$ cat src/rtl/baser_pkg.sv
// Shared constants and the one-cycle parallel form of the x^58 + x^39 + 1 scrambler,
// reused by the 257b scrambler and its matching descrambler.
package baser_pkg;

   localparam int TC_WIDTH      = 257;
   localparam int SH_WIDTH      = 1;
   localparam int PAYLOAD_W     = TC_WIDTH - SH_WIDTH;
   localparam int SCR_WIDTH     = 58;
   localparam int SCR_TAP       = 39;
   localparam int ERR_CNT_WIDTH = 16;
   localparam logic [SCR_WIDTH-1:0] SCR_RESET = 58'h3FF_FFFF_FFFF_FFFF;

   // Returns {next_state, scrambled_payload}; payload[0] is the first bit on the wire,
   // state[0] is the most recently scrambled bit.
   function automatic logic [SCR_WIDTH+PAYLOAD_W-1:0] scr_step(
      input logic [SCR_WIDTH-1:0] state,
      input logic [PAYLOAD_W-1:0] payload
   );
      logic [SCR_WIDTH-1:0] st;
      logic [PAYLOAD_W-1:0] scr;
      logic                 s;
      st  = state;
      scr = '0;
      for (int i = 0; i < PAYLOAD_W; i++) begin
         s      = payload[i] ^ st[SCR_TAP-1] ^ st[SCR_WIDTH-1];
         st     = {st[SCR_WIDTH-2:0], s};
         scr[i] = s;
      end
      return {st, scr};
   endfunction

endpackage

$ cat src/rtl/baser_err_injector.sv
// Periodic block corruptor: XORs a mask onto every Nth valid block and counts the hits.
// Combinational on the block path (registered by the parent); no backpressure, counter/stats update on valid beats.
module baser_err_injector
   import baser_pkg::*;
(
   input  logic                     clk,
   input  logic                     i_rst,
   input  logic                     i_valid,
   input  logic                     i_err_en,
   input  logic [ERR_CNT_WIDTH-1:0] i_err_period,
   input  logic [TC_WIDTH-1:0]      i_err_mask,
   input  logic [TC_WIDTH-1:0]      i_block,
   output logic [TC_WIDTH-1:0]      o_block,
   output logic [31:0]              o_err_count
);

   logic [ERR_CNT_WIDTH-1:0] r_cnt;
   logic [31:0]              r_err_count;
   logic                     w_active;
   logic                     w_hit;

   always_comb begin
      w_active = i_err_en && (i_err_period != '0);
      w_hit    = i_valid && w_active && (r_cnt == i_err_period - ERR_CNT_WIDTH'(1));
      o_block  = w_hit ? (i_block ^ i_err_mask) : i_block;
   end

   always_ff @(posedge clk) begin
      if (i_rst) begin
         r_cnt       <= '0;
         r_err_count <= '0;
      end else begin
         // Disabling or zeroing the period restarts the phase from scratch.
         if (!w_active)
            r_cnt <= '0;
         else if (i_valid)
            r_cnt <= w_hit ? '0 : r_cnt + ERR_CNT_WIDTH'(1);
         if (w_hit && (r_err_count != '1))
            r_err_count <= r_err_count + 32'd1;
      end
   end

   assign o_err_count = r_err_count;

endmodule

$ cat src/rtl/baser_257b_scrambler.sv
// 257b transmit scrambler (x^58 + x^39 + 1, header bit untouched) with optional error injection.
// Latency 1 clk; no backpressure, every valid beat is accepted and the output holds between beats.
module baser_257b_scrambler
   import baser_pkg::*;
(
   input  logic                     clk,
   input  logic                     i_rst,
   input  logic                     i_valid,
   input  logic [TC_WIDTH-1:0]      i_tx_xcoded,
   input  logic                     i_bypass,
   input  logic                     i_seed_load,
   input  logic [SCR_WIDTH-1:0]     i_seed,
   input  logic                     i_err_en,
   input  logic [ERR_CNT_WIDTH-1:0] i_err_period,
   input  logic [TC_WIDTH-1:0]      i_err_mask,
   output logic                     o_valid,
   output logic [TC_WIDTH-1:0]      o_tx_scrambled,
   output logic [31:0]              o_err_count,
   output logic [SCR_WIDTH-1:0]     o_scr_state
);

   logic [SCR_WIDTH-1:0]           r_state;
   logic                           r_valid;
   logic [TC_WIDTH-1:0]            r_block;
   logic [SCR_WIDTH-1:0]           w_base;
   logic [SCR_WIDTH-1:0]           w_next;
   logic [SCR_WIDTH+PAYLOAD_W-1:0] w_step;
   logic [TC_WIDTH-1:0]            w_scr_block;
   logic [TC_WIDTH-1:0]            w_out_block;

   always_comb begin
      // A seed load replaces the state before this cycle's beat is scrambled.
      w_base      = i_seed_load ? i_seed : r_state;
      w_step      = scr_step(w_base, i_tx_xcoded[TC_WIDTH-1:SH_WIDTH]);
      w_next      = w_base;
      w_scr_block = i_tx_xcoded;
      if (!i_bypass) begin
         w_scr_block[TC_WIDTH-1:SH_WIDTH] = w_step[PAYLOAD_W-1:0];
         if (i_valid)
            w_next = w_step[SCR_WIDTH+PAYLOAD_W-1:PAYLOAD_W];
      end
   end

   baser_err_injector u_err_injector (
      .clk          (clk),
      .i_rst        (i_rst),
      .i_valid      (i_valid),
      .i_err_en     (i_err_en),
      .i_err_period (i_err_period),
      .i_err_mask   (i_err_mask),
      .i_block      (w_scr_block),
      .o_block      (w_out_block),
      .o_err_count  (o_err_count)
   );

   always_ff @(posedge clk) begin
      if (i_rst) begin
         r_state <= SCR_RESET;
         r_valid <= 1'b0;
         r_block <= '0;
      end else begin
         r_state <= w_next;
         r_valid <= i_valid;
         if (i_valid)
            r_block <= w_out_block;
      end
   end

   assign o_valid        = r_valid;
   assign o_tx_scrambled = r_block;
   assign o_scr_state    = r_state;

endmodule

$ cat config.mk
export PLATFORM = sky130hd
export DESIGN_NAME = baser_257b_scrambler
export DESIGN_NICKNAME = d
export VERILOG_FILES = /design/src/rtl/baser_pkg.sv /design/src/rtl/baser_err_injector.sv /design/src/rtl/baser_257b_scrambler.sv
export SDC_FILE = /design/constraint.sdc
export NUM_CORES = 1
export LEC_CHECK = 0
export CORE_AREA = 2 2 371 373
export CTS_CLUSTER_DIAMETER = 30
export DETAILED_ROUTE_END_ITERATION = 8
export DIE_AREA = 0 0 373 375
export MAX_ROUTING_LAYER = met4
export PLACE_DENSITY_LB_ADDON = 0.12
export SETUP_SLACK_MARGIN = 0.4
export SYNTH_ARGS = -nofsm -noshare
export SYNTH_HDL_FRONTEND = slang
export SYNTH_SLANG_ARGS = --single-unit
export TNS_END_PERCENT = 30
$ cat constraint.sdc
create_clock -name clk -period 4.75 [get_ports clk]
set_clock_uncertainty 0.15 [all_clocks]
set_input_delay 0.7125 -clock clk [delete_from_list [all_inputs] [get_ports clk]]
set_output_delay 0.7125 -clock clk [all_outputs]
set_load 0.1 [all_outputs]
# Yosys cells after proc, flatten, opt, wreduce, memory -nomap -nowiden
# Index checks and enable logic that the tools add are counted.
[totals]
reg_bits = 364
input_bits = 594
out_inout_bits = 348
elab_cells = 536
[classes]
n_addsub = 3
eq_ne = 2
muxes = 6
bitwise = 514
reduce_logical = 6
[ops]
columns = ["op", "count"]
rows = [
  ["$xor 1x1->1", 512],
  ["$mux 257", 1],
  ["$xor 257x257->257", 1],
  ["$mux 256", 1],
  ["$mux 58", 3],
  ["$add 32x1->32 const B", 1],
  ["$ne 32x32->1 const B", 1],
  ["$add 16x1->16 const B", 1],
  ["$eq 16x16->1", 1],
  ["$mux 16", 1],
  ["$reduce_bool 16->1", 1],
  ["$sub 16x1->16 const B", 1],
  ["$logic_and 1x1->1", 4],
  ["$reduce_or 2->1", 1],
  ["$not 1->1", 1],
]

# Longest topological paths before layout
# Gate-level depths: netlist of run 1.
[depth]
ltp_word = 18
mapped_depth = 14
mapped_depth_nobuf = 11

# By module
# From an unflattened synthesis of run 1, not the netlist that was laid out.
[unflattened]
cells_unflattened = 3294
hier_area_um2 = 28954.0
[modules_own_cells]
columns = ["mod", "instances", "cells_per_inst", "area_per_inst_um2", "seq_area_each_um2"]
rows = [
  ["baser_257b_scrambler", 1, 2366, 22521.6, 6326.1],
  ["baser_err_injector", 1, 928, 6432.4, 960.9],
]

# Worst setup path before layout of run 1
# Ideal clock, no wire load.
[synth_timing]
kind = "input to register"
from = "input port i_err_period[0]"
to = "register r_block[237] (netlist: o_tx_scrambled[237])"
setup_ns = 0.132
arrival_ns = 3.592
required_time_ns = 4.468
slack_ns = 0.875
cell_stages = 11
n_path_buf = 0
cell_sequence = "inv_1 ha_1 or4b_4 o21a_1 or4_1 a31o_2 or4_1 or3_1 a211oi_1 nand3b_1 a21oi_1"
[synth_via]
elab_chain_len = 5
elab_cells_between_ends = 7
cone_classes = "1 x add/sub; 1 x eq/ne; 1 x mux; 4 x reduce/logical"
[synth_rtl]
columns = ["item", "line", "source"]
rows = [
  ["start: declaration", "baser_257b_scrambler.sv:14", "input logic [ERR_CNT_WIDTH-1:0] i_err_period,"],
  ["branches (longest 3 deep; another with $sub 16x1->16)", "n/a", ""],
  ["$logic_and 1x1->1 (*)", "baser_err_injector.sv:24", "w_hit = i_valid && w_active && (r_cnt == i_err_period - ERR_CNT_WIDTH'(1));"],
  ["$mux 257 (*)", "baser_err_injector.sv:25", "o_block = w_hit ? (i_block ^ i_err_mask) : i_block;"],
  ["end signal: assignment", "baser_257b_scrambler.sv:65", "r_block <= w_out_block;"],
  ["end: declaration", "baser_257b_scrambler.sv:24", "logic [TC_WIDTH-1:0] r_block;"],
]
# Mark *: on every way between the ends.
# A chain may end at the register's enable or synchronous reset.

# Worst setup path in the final report of run 1
[layout_timing]
from = "input port i_err_period[1]"
to = "register r_block[205] (netlist: o_tx_scrambled[205])"
# Same word-level chain as after synthesis.

==> results of run 1 <==
-- cell type report --
cell class              instances  area share
multi-input cells            2650      0.4382
diodes                         57    0.003114
clock inverters                39    0.009888
repair buffers               1128      0.2383
clock buffers                 239     0.09918
flip-flops and latches        364      0.1591
inverters                      37    0.003196
well taps                    1794     0.04900
-- worst register-to-register path: stages (launching register included) --
cell	delay [ns]
dfxtp_1	0.35
xor2_1	0.18
mux2i_1	0.46
xnor3_1	0.53
xnor3_1	0.30
xnor2_1	0.17
buf_4	0.17
xnor2_1	0.59
xnor2_1	0.38
a211o_1	0.36
-- sequential cells by signal, indices dropped and copies added (netlist names) --
signal	cells
o_scr_state	58
o_tx_scrambled	257
o_valid	1
u_err_injector.o_err_count	32
u_err_injector.r_cnt	16
-- worst paths after layout --
check                 startpoint                  end  slack (ns)  depth (start not counted)
min reg2reg  o_tx_scrambled[230]  o_tx_scrambled[230]        0.29                          2
max              i_err_period[1]  o_tx_scrambled[205]        0.79                         15
min                        i_rst   o_tx_scrambled[96]        0.21                          2
max reg2reg      o_scr_state[33]      o_scr_state[36]        0.97                          9
-- metrics by stage --
step | setup WS [ns] | TNS (ns) | hold WS (ns) | cells
6_report | 0.7950 | 0 | 0.2053 | 6308
5_1_grt | 0.6434 | 0 | 0.1878 | 6306
4_1_cts | 0.7905 | 0 | 0.1639 | 6251
3_5_place_dp | -0.02379 | -0.02379 | 0.2898 | 5973
3_3_place_gp | 0.03155 | 0 | 0.2849 | 5973
2_1_floorplan | 0.8755 | 0 | 0.3314 | 3222
-- cells in the mapped netlist (all sizes together), types with 3 or more instances --
| cell | n |
|---|---|
| xor3 | 17 |
| o211ai | 4 |
| nor3b | 6 |
| xnor3 | 97 |
| a21o | 21 |
| a21oi | 62 |
| o21ai | 106 |
| dfxtp | 364 |
| nand3 | 32 |
| and4 | 3 |
| nor2 | 372 |
| a211oi | 83 |
| buf | 46 |
| xnor2 | 670 |
| a22oi | 16 |
| xor2 | 304 |
| clkbuf | 125 |
| a211o | 29 |
| and2 | 4 |
| o311ai | 11 |
| ha | 3 |
| nand2 | 404 |
| inv | 35 |
| nand3b | 7 |
| nor4 | 12 |
| mux2i | 240 |
| or4 | 6 |
| nor2b | 10 |
| nand2b | 5 |
| and3 | 29 |
| a221oi | 9 |
| nand4 | 13 |
| o32a | 4 |
| nor3 | 34 |
| or3 | 14 |
| o221ai | 6 |
-- per-layer routing --
layer  routed length, um  track usage  vias to the layer above  part of all wire
li1                    -            -                    13130                 -
met1               79750       0.3147                    13230              0.45
met2               78690       0.3767                      976              0.44
met3               15710      0.09919                      209             0.088
met4                4045      0.07923                        0             0.023
met5                   0            -                        -                 0
-- cells by family (layout without fill, tap and decap cells) --
| kind of cell | count (synthesis) | in the layout | share of synthesized area |
|---|---|---|---|
| xor gates and xnor gates | 1088 | 1088 | 0.3956 |
| and+or+nand+nor | 957 | 957 | 0.1434 |
| DFF | 364 | 364 | 0.2586 |
| AOI/OAI and AO/OA | 362 | 362 | 0.08462 |
| muxes | 240 | 240 | 0.08604 |
| buffers and inverters | 208 | 1443 | 0.03041 |
| adders and majority gates | 3 | 3 | 0.001332 |
| other | 0 | 57 | 0 |
-- power breakdown --
part | switching (W) | internal [W] | leakage, nW
logic | 0.0172 | 0.00966 | 12.6
registers | 0.000582 | 0.00383 | 3.00
clock network | 0.00285 | 0.00659 | 2.46
total | 0.0207 | 0.0201 | 18.1
==> results.tsv, run 1 <==
stage	metric	value	unit
status	status	finished, final reports clean	
logic_synthesis	synthTopCellsByArea	dfxtp_1 26%, xnor2_1 21%, xor2_1 9.4%, mux2i_1 8.3%, xnor3_1 7.8%	
drt	vias	27540	
final_layout	drive_above_1_share	0.1106	
logic_synthesis	synth.cell_area	28180	um2
logic_synthesis	synth_nets	3819	
run	timing.max_cap.violations	0	
drt	detail_route.wl_per_cell	28.25	um
placement	placement.io_buffers	941	
final_layout	final_nets	4931	
setup_path	slowest_delay	0.50	ns
grt	grt_pass1_wl	236.5	mm
setup_path	cp_slowest_cell	or4b_4	
die	num_rows	136	
final_layout	final-seq-area	7287	um2
setup_path	path_cells	clkdlybuf4s50_1 > inv_1 > ha_1 > or4b_4 > o21a_1 > or4_1 > a31o_2 > nor4_4 > buf_4 > buf_12 > buf_12 > nand2_1 > xor2_1 > a22oi_1 > o21ai_1	
logic_synthesis	synth_cell_types	63	
drt	ant_nets	0	
grt	grt_usage	0.2539	
grt	grt_pass1_vias	27800	
power_and_ir_drop	pwr_density_cell	889.4	nW/um2
grt	antenna_found_initial	69	
logic_synthesis	synth_top_cell_area_share	0.2586	
setup_path	path_class	in -> reg	
final_layout	final_common_cell	clkdlybuf4s50_1	
sta	finalCritPeriodShare	0.8326	
final_layout	area_growth	62.54	%
die	fp.dieArea	139900	um2
setup_path	crit_path_end_kind	flip-flop	
clocking	holdBufCountCts	0	
sta	max_freq	252.8	MHz
final_layout	fillerInstances	14370	
clocking	htreeDepth	4	
drt	finalWirelength	178.2	mm
logic_synthesis	ys_seq_elements	364	
sta	setup_viol	0	
drt	drc_errors	0	
setup_path	cp.arrival	4.43	ns
logic_synthesis	async_flop_share	0	
clocking	cts_buffer_depth	3	
hold_path	hp-class	in -> reg	
setup_path	cp_max_fo	46	
clocking	cts_tree	done	
sta	period_minus_slack	3.955	ns
die	fp.coreArea	136300	um2
logic_synthesis	yosysTopAreaCell	dfxtp_1	
clocking	post_cts_buffers	0	
grt	overflow	0	
setup_path	cp.required	5.23	ns
final_layout	final_cell_mix	890 x clkdlybuf4s50_1, 667 x xnor2_1, 403 x nand2_1, 368 x nor2_1, 364 x dfxtp_1	
clocking	ctsRootBufferMaster	clkbuf_16	
sta	slew_violations	0	
setup_path	path_common_cell	buf_12	
power_and_ir_drop	power.total	0.04074	W
power_and_ir_drop	peakVddDrop	0.0004220	V
die	die_y	375	um
logic_synthesis	synth_warnings	0	
clocking	clk_pin_slew_worst_paths	0.04	ns
final_layout	fin_util	0.3361	
die	die_w	373	um
sta	maxSlewHeadroom	0.2066	
final_layout	multi_input_area	20070	um2
placement	dp_hpwl	146.6	mm
sta	hold_violations	0	
placement	globalplace.congestion	0.9093	
sta	grt_setup_unrepaired	no	
drt	routed_via_density	4.367	
logic_synthesis	syn_avg_cell_area	8.747	um2
clocking	cts_resized	0	
clocking	clkLatencyLatePin	0.77	ns
die	floorplan.initialDensity	0.2068	
logic_synthesis	synth_edf_count	0	
logic_synthesis	ys_seq_area_frac	0.2586	
setup_path	cp-start-kind	primary input	
logic_synthesis	synth-main-ff-cell	dfxtp_1	
clocking	cts_sinks	364	
drt	drtIter0Drc	1663	
placement	dpl_cell_area	40670	um2
clocking	cts-buffers-inserted	153	
die	io_pins	942	
final_layout	fin_area	45810	um2
grt	grt_start_max_net_pins	121	
sta	worstMarginPinSlew	1.186	ns
setup_path	cp_num_buf_inv	5	
drt	firstDrtPassIters	5	
setup_path	crit_family	simple AND/OR/NAND/NOR gates	
logic_synthesis	syn_inst	3222	
power_and_ir_drop	p_leak	18.08	nW
Power figures use the tool's default switching activity.
==> run 2: changes to the inputs <==
clock period = 3.9 ns   (was 4.75 ns; I/O delays follow)
==> run 2 against run 1 <==
First-iteration DRC count up 12%. Routed wire length increased by 2.1%. Non-clock buffer count increased by 329. Worst setup slack got worse by 0.41 ns. Critical endpoint is now o_scr_state[23].
==> results.tsv, run 2 (synthesized netlist as in run 1, its figures left out) <==
stage	metric	value	unit	change
placement	placement.io_buffers	941		unchanged
drt	routed_via_density	4.329		-0.85%
sta	hold_violations	0		unchanged
sta	period_minus_slack	3.512	ns	
setup_path	crit_path_end_kind	flip-flop		
placement	dp_hpwl	151.5	mm	+3.4%
power_and_ir_drop	p_sw	0.02724	W	+32%
clocking	cts_sinks	364		unchanged
final_layout	largest_reg_flops	257		unchanged
clocking	cts_tree	done		
clocking	clkLatencyLatePin	0.77	ns	about the same
final_layout	final_cells	6588		+4.4%
drt	drc_errors	0		unchanged
run	timing.max_cap.violations	0		unchanged
clocking	htreeDepth	4		unchanged
final_layout	drive_above_1_share	0.1883		+0.07770
sta	worstMarginPinSlew	1.143	ns	-0.04318 ns
sta	setup_viol	0		unchanged
power_and_ir_drop	seq_power_share	0.097		-0.011
power_and_ir_drop	peakVddDrop	0.0005008	V	+19%
drt	drtIter0Drc	1869		+12%
grt	grt_pass1_vias	28850		+3.8%
placement	dpl_cell_area	43320	um2	+6.5%
setup_path	path_class	reg -> reg		
power_and_ir_drop	clkPwrFrac	0.198		-0.034
die	die_w	373	um	unchanged
placement	placedCellCount	6294		+5.4%
final_layout	fillerInstances	14270		-0.69%
grt	grt_pass1_wl	243.6	mm	+3.0%
die	fp.coreArea	136300	um2	unchanged
sta	finalCritPeriodShare	0.9004		
die	num_rows	136		unchanged
final_layout	final_common_cell	clkdlybuf4s50_1		
hold_path	hp-class	in -> reg		
final_layout	final_cell_mix	856 x clkdlybuf4s50_1, 657 x xnor2_1, 561 x buf_4, 386 x nand2_1, 368 x nor2_1		
final_layout	final_nets	5247		+6.4%
power_and_ir_drop	pwr_density_cell	1144	nW/um2	+29%
die	io_pins	942		unchanged
final_layout	final-seq-area	7302	um2	+0.21%
sta	hold_ws	0.1916	ns	-0.01364 ns
drt	vias	28520		+3.5%
power_and_ir_drop	p_sw_frac	0.4922		-0.01487
drt	firstDrtPassIters	5		unchanged
sta	slew_violations	0		unchanged
grt	grt_start_max_net_pins	172		+42%
clocking	cts_buffer_depth	3		unchanged
placement	place_worst_setup_slack	-0.6681	ns	-0.6443 ns
sta	maxSlewHeadroom	0.2354		+0.02888
placement	globalplace.congestion	0.8881		-2.3%
die	fp.dieArea	139900	um2	unchanged
final_layout	fin_area	48380	um2	+5.6%
clocking	clk_pin_slew_worst_paths	0.04	ns	about the same
setup_path	cp.required	4.38	ns	-0.85 ns
drt	ant_nets	0		unchanged
setup_path	cp.arrival	3.99	ns	-0.44 ns
drt	finalWirelength	181.9	mm	+2.1%
sta	worst_slack	0.3883	ns	-0.4066 ns
grt	overflow	0		unchanged
status	status	finished, final reports clean		
grt	antenna_found_initial	46		-33%
power_and_ir_drop	power.internal	0.02810	W	+40%
grt	grt_usage	0.2606		+0.006663
sta	grt_setup_unrepaired	yes		
setup_path	cp-start-kind	flip-flop		
final_layout	area_growth	71.67	%	
sta	max_freq	284.8	MHz	
setup_path	cp_max_fo	4		-91%
die	die_y	375	um	unchanged
power_and_ir_drop	p_leak	19.83	nW	+9.7%
drt	detail_route.wl_per_cell	27.62	um	-2.2%
power_and_ir_drop	p_comb_frac	0.705		+0.045
final_layout	multi_input_area	20360	um2	+1.4%
clocking	ctsRootBufferMaster	clkbuf_16		
clocking	cts-buffers-inserted	140		-8.5%
die	floorplan.initialDensity	0.2068		unchanged
==> run 2: cell count changes in the layout (fill, tap and decap cells not counted), sizes merged, moves of 2 or more <==
cell           previous run  this run
bufinv                    2         4
inv                      44        40
clkbuf                  239       211
clkdlybuf4s50           890       856
diode                    57        36
buf                     238       598
clkinv                   30        33
==> run 2: cell type report <==
| type | instances | area share |
|---|---|---|
| Inverter | 37 | 0.003388 |
| Tap cell | 1794 | 0.04640 |
| Clock inverter | 40 | 0.01221 |
| Antenna cell | 36 | 0.001862 |
| Sequential cell | 364 | 0.1509 |
| Multi-Input combinational cell | 2650 | 0.4207 |
| Clock buffer | 210 | 0.08529 |
| Timing Repair Buffer | 1457 | 0.2792 |
==> run 2: routing by layer <==
metal,track usage,vias up,routed length [um]
li1,-,13700,-
met1,0.3525,13690,88210
met2,0.3879,937,79350
met3,0.06636,199,11100
met4,0.05737,0,3279
met5,-,-,0
==> run 2: worst max-delay path, stage by stage, from the launching register on <==
cell and delay [ns]:
dfxtp_1 0.59, xor2_1 0.18, mux2i_1 0.12, buf_4 0.17, xnor2_1 0.32, buf_4 0.21, xnor2_1 0.08, xnor2_1 0.32
buf_4 0.26, xnor2_1 0.19, buf_4 0.21, xor2_1 0.07, buf_4 0.19, a211o_1 0.29
==> run 2: final timing paths <==
check,depth (start not counted),slack [ns],from,end
max,13,0.39,o_scr_state[19],o_scr_state[23]
min,4,0.19,i_valid,o_tx_scrambled[249]
max reg2reg,13,0.39,o_scr_state[19],o_scr_state[23]
min reg2reg,2,0.29,o_tx_scrambled[186],o_tx_scrambled[186]
==> run 2: metrics by stage <==
step | power (W) | utilization | setup TNS [ns]
finish | 0.05534 | 0.3550 | 0
floorplan | 0.02512 | - | 0
global route | 0.05784 | 0.3548 | 0
detailed placement | 0.04412 | 0.3178 | -155.16
CTS | 0.05552 | 0.3530 | 0
global placement | 0.04421 | 0.3178 | -143.97
==> run 2: repair_timing <==
| action | CTS | global route |
|---|---|---|
| gates resized for setup | 8 | 27 |
| hold endpoints to repair | 13 | 0 |
| endpoints found under the setup margin | 261 | 233 |
| cloned | 1 | 0 |
| setup buffers | 0 | 6 |
| pin swaps | 1 | 2 |
| hold buffers | 1 | 0 |
==> run 2: power by group through the flow <==
stage | Sequential, W | Clock [W] | Combinational [W]
3_5_place_dp | 0.00540 | 0 | 0.0387
2_1_floorplan | 0.0117 | 0 | 0.0134
3_3_place_gp | 0.00540 | 0 | 0.0388
6_report | 0.00537 | 0.0110 | 0.0390
5_1_grt | 0.00546 | 0.0114 | 0.0410
4_1_cts | 0.00536 | 0.0111 | 0.0390
==> run 3: changes to the inputs <==
PLACE_DENSITY_LB_ADDON = 0.15   (was 0.12)
==> run 3 against run 2 <==
Register-to-register slack is essentially flat. Via count rose by 0.85%. Clock power grew 6%. Critical path depth shrank 3. Worst setup slack got worse by 0.0061 ns. Critical endpoint is now o_tx_scrambled[252].
==> results.tsv, run 3 (synthesized netlist as in run 1, its figures left out) <==
stage	metric	value	unit	change
final_layout	final_common_cell	clkdlybuf4s50_1		
hold_path	min_to	o_scr_state[54]		
placement	placement.io_buffers	941		unchanged
power_and_ir_drop	p_leak	20.07	nW	+1.3%
clocking	cts-buffers-inserted	148		+5.7%
final_layout	final_nets	5271		+0.46%
setup_path	slowest_delay	0.50	ns	-0.09 ns
drt	drtIter0Drc	1788		-4.3%
die	num_rows	136		unchanged
setup_path	cp.arrival	3.99	ns	about the same
power_and_ir_drop	p_sw	0.02791	W	+2.5%
grt	grt_usage	0.2614		+0.0007704
drt	ant_nets	0		unchanged
sta	setup_tns	0	ns	unchanged
placement	dp_hpwl	153.4	mm	+1.2%
die	floorplan.initialDensity	0.2068		unchanged
final_layout	drive_above_1_share	0.1944		+0.006089
setup_path	r2r-start	o_scr_state[1]		
grt	grt_start_max_net_pins	172		unchanged
sta	finalCritPeriodShare	0.9020		+0.001554
setup_path	cp-start-kind	flip-flop		
setup_path	cp.required	4.38	ns	about the same
final_layout	area_growth	73.09	%	
sta	period_minus_slack	3.518	ns	+0.006062 ns
clocking	clkLatencyLatePin	0.79	ns	+0.02 ns
power_and_ir_drop	seq_power_share	0.096		about the same
sta	setup_viol	0		unchanged
setup_path	r2r_end	o_tx_scrambled[252]		
drt	routed_via_density	4.351		+0.50%
sta	maxSlewHeadroom	0.2276		-0.007874
power_and_ir_drop	pwr_density_cell	1154	nW/um2	+0.92%
grt	antenna_found_initial	36		-22%
power_and_ir_drop	power.internal	0.02840	W	+1.0%
setup_path	path_common_cell	xnor2_1		
die	io_pins	942		unchanged
clocking	cts_buffer_depth	3		unchanged
drt	vias	28760		+0.85%
clocking	cts_tree	done		
die	die_y	375	um	unchanged
setup_path	path_class	reg -> reg		
setup_path	cp_num_cells	10		-3
setup_path	crit_path_end_kind	flip-flop		
drt	firstDrtPassIters	5		unchanged
grt	grt_pass1_vias	29340		+1.7%
drt	detail_route.wl_per_cell	27.84	um	+0.80%
power_and_ir_drop	peakVddDrop	0.0004723	V	-5.7%
final_layout	largest_reg_flops	257		unchanged
setup_path	path_cells	mux2i_1 > buf_4 > xnor2_1 > xnor3_1 > xnor3_1 > xor2_1 > xnor2_1 > xnor2_1 > buf_4 > o221ai_1		
grt	overflow	0		unchanged
sta	grt_setup_unrepaired	yes		
die	fp.coreArea	136300	um2	unchanged
placement	globalplace.congestion	0.9047		+1.9%
placement	place_worst_setup_slack	-0.7597	ns	-0.09161 ns
clocking	clk_pin_slew_worst_paths	0.04	ns	about the same
clocking	ctsRootBufferMaster	clkbuf_16		
clocking	cts_sinks	364		unchanged
hold_path	holdPathStages	5		+1
die	die_w	373	um	unchanged
sta	worst_slack	0.3823	ns	-0.006062 ns
setup_path	cp_num_buf_inv	2		-3
setup_path	cp_max_fo	3		-1
final_layout	final_cell_mix	833 x clkdlybuf4s50_1, 663 x xnor2_1, 591 x buf_4, 385 x nand2_1, 368 x nor2_1		
sta	hold_violations	0		unchanged
drt	finalWirelength	184.0	mm	+1.1%
hold_path	hp-class	in -> reg		
status	status	finished, final reports clean		
sta	worstMarginPinSlew	1.155	ns	+0.01177 ns
run	timing.max_cap.violations	0		unchanged
sta	slew_violations	0		unchanged
power_and_ir_drop	p_sw_frac	0.4957		+0.003513
setup_path	cp_slowest_cell	xnor2_1		
clocking	htreeDepth	4		unchanged
power_and_ir_drop	clkPwrFrac	0.207		+0.009
setup_path	crit_family	XOR/XNOR gates		
drt	drc_errors	0		unchanged
final_layout	fin_util	0.3579		+0.002937
power_and_ir_drop	power.total	0.05631	W	+1.8%
setup_path	rrSetupSlack	0.38	ns	about the same
power_and_ir_drop	p_comb_frac	0.697		-0.008
die	fp.dieArea	139900	um2	unchanged
final_layout	fillerInstances	14170		-0.74%
grt	grt_pass1_wl	245.8	mm	+0.89%
hold_path	hold_start	i_seed_load		
setup_path	rr_worst_depth	10		-3
sta	max_freq	284.3	MHz	-0.17%
==> run 3: cell types whose count changed in the layout (fill, tap and decap cells not counted), sizes merged <==
cell and delta:
buf +33, diode -8, clkbuf +7, bufinv +6, clkdlybuf4s50 -23, dlymetal6s2s +3
clkinvlp +5, clkinv -1, inv +1
==> run 3: layout make-up <==
type,instances,area (um2),share of cell area
Antenna cell,28,70.07,0.001436
Clock buffer,214,4202,0.08613
Clock inverter,51,825.8,0.01693
Inverter,37,163.9,0.003360
Multi-Input combinational cell,2650,20310,0.4163
Sequential cell,364,7303,0.1497
Tap cell,1794,2245,0.04602
Timing Repair Buffer,1473,13660,0.2801
==> run 3: per-stage QoR <==
stage / std cells / hold WS, ns / cell area, um2
after global routing: 6607 / 0.1900 / 48770
after global placement: 6309 / 0.2875 / 43450
after floorplan: 3222 / 0.3314 / 28460
after CTS: 6576 / 0.1530 / 48520
after detailed placement: 6309 / 0.2947 / 43450
final: 6611 / 0.2161 / 48780
==> run 3: power groups by stage <==
stage                     sequential, W  clock, W  combinational (W)
final                           0.00541    0.0117             0.0392
after global routing            0.00549    0.0121             0.0410
after CTS                       0.00539    0.0119             0.0392
after global placement          0.00543         0             0.0391
after floorplan                  0.0117         0             0.0134
after detailed placement        0.00543         0             0.0390
==> run 3: worst max path at each step <==
stage / slack [ns] / startpoint / endpoint
after global placement: -0.76 / i_err_period[1] / o_tx_scrambled[119]
final: 0.38 / o_scr_state[1] / o_tx_scrambled[252]
after detailed placement: -0.76 / i_err_period[1] / o_tx_scrambled[119]
after global routing: 0.37 / o_scr_state[1] / o_tx_scrambled[252]
after CTS: 0.33 / o_scr_state[19] / o_tx_scrambled[253]
after floorplan: 0.24 / i_err_period[1] / o_tx_scrambled[237]
==> run 3: what timing repair did <==
action / 4_1_cts / 5_1_grt
setup endpoints to repair: 221 / 131
pin swaps: 1 / 2
endpoints found under the hold margin: 32 / 0
resized for setup: 10 / 24
gates cloned: 0 / 3
hold buffers: 1 / 0
setup buffers: 1 / 4
==> run 3: per-layer routing <==
layer | vias up | share of wire | routed length, um | track usage
li1 | 13750 | - | - | -
met1 | 13870 | 0.49 | 89420 | 0.3541
met2 | 954 | 0.43 | 79530 | 0.3870
met3 | 190 | 0.062 | 11350 | 0.06663
met4 | 0 | 0.020 | 3737 | 0.06036
met5 | - | 0 | 0 | -
==> run 3: worst reg2reg max path, cell delays in order (launching register included) <==
cell      delay (ns)
dfxtp_1         0.47
mux2i_1         0.11
buf_4           0.19
xnor2_1         0.19
xnor3_1         0.40
xnor3_1         0.45
xor2_1          0.38
xnor2_1         0.19
xnor2_1         0.50
buf_4           0.25
o221ai_1        0.11
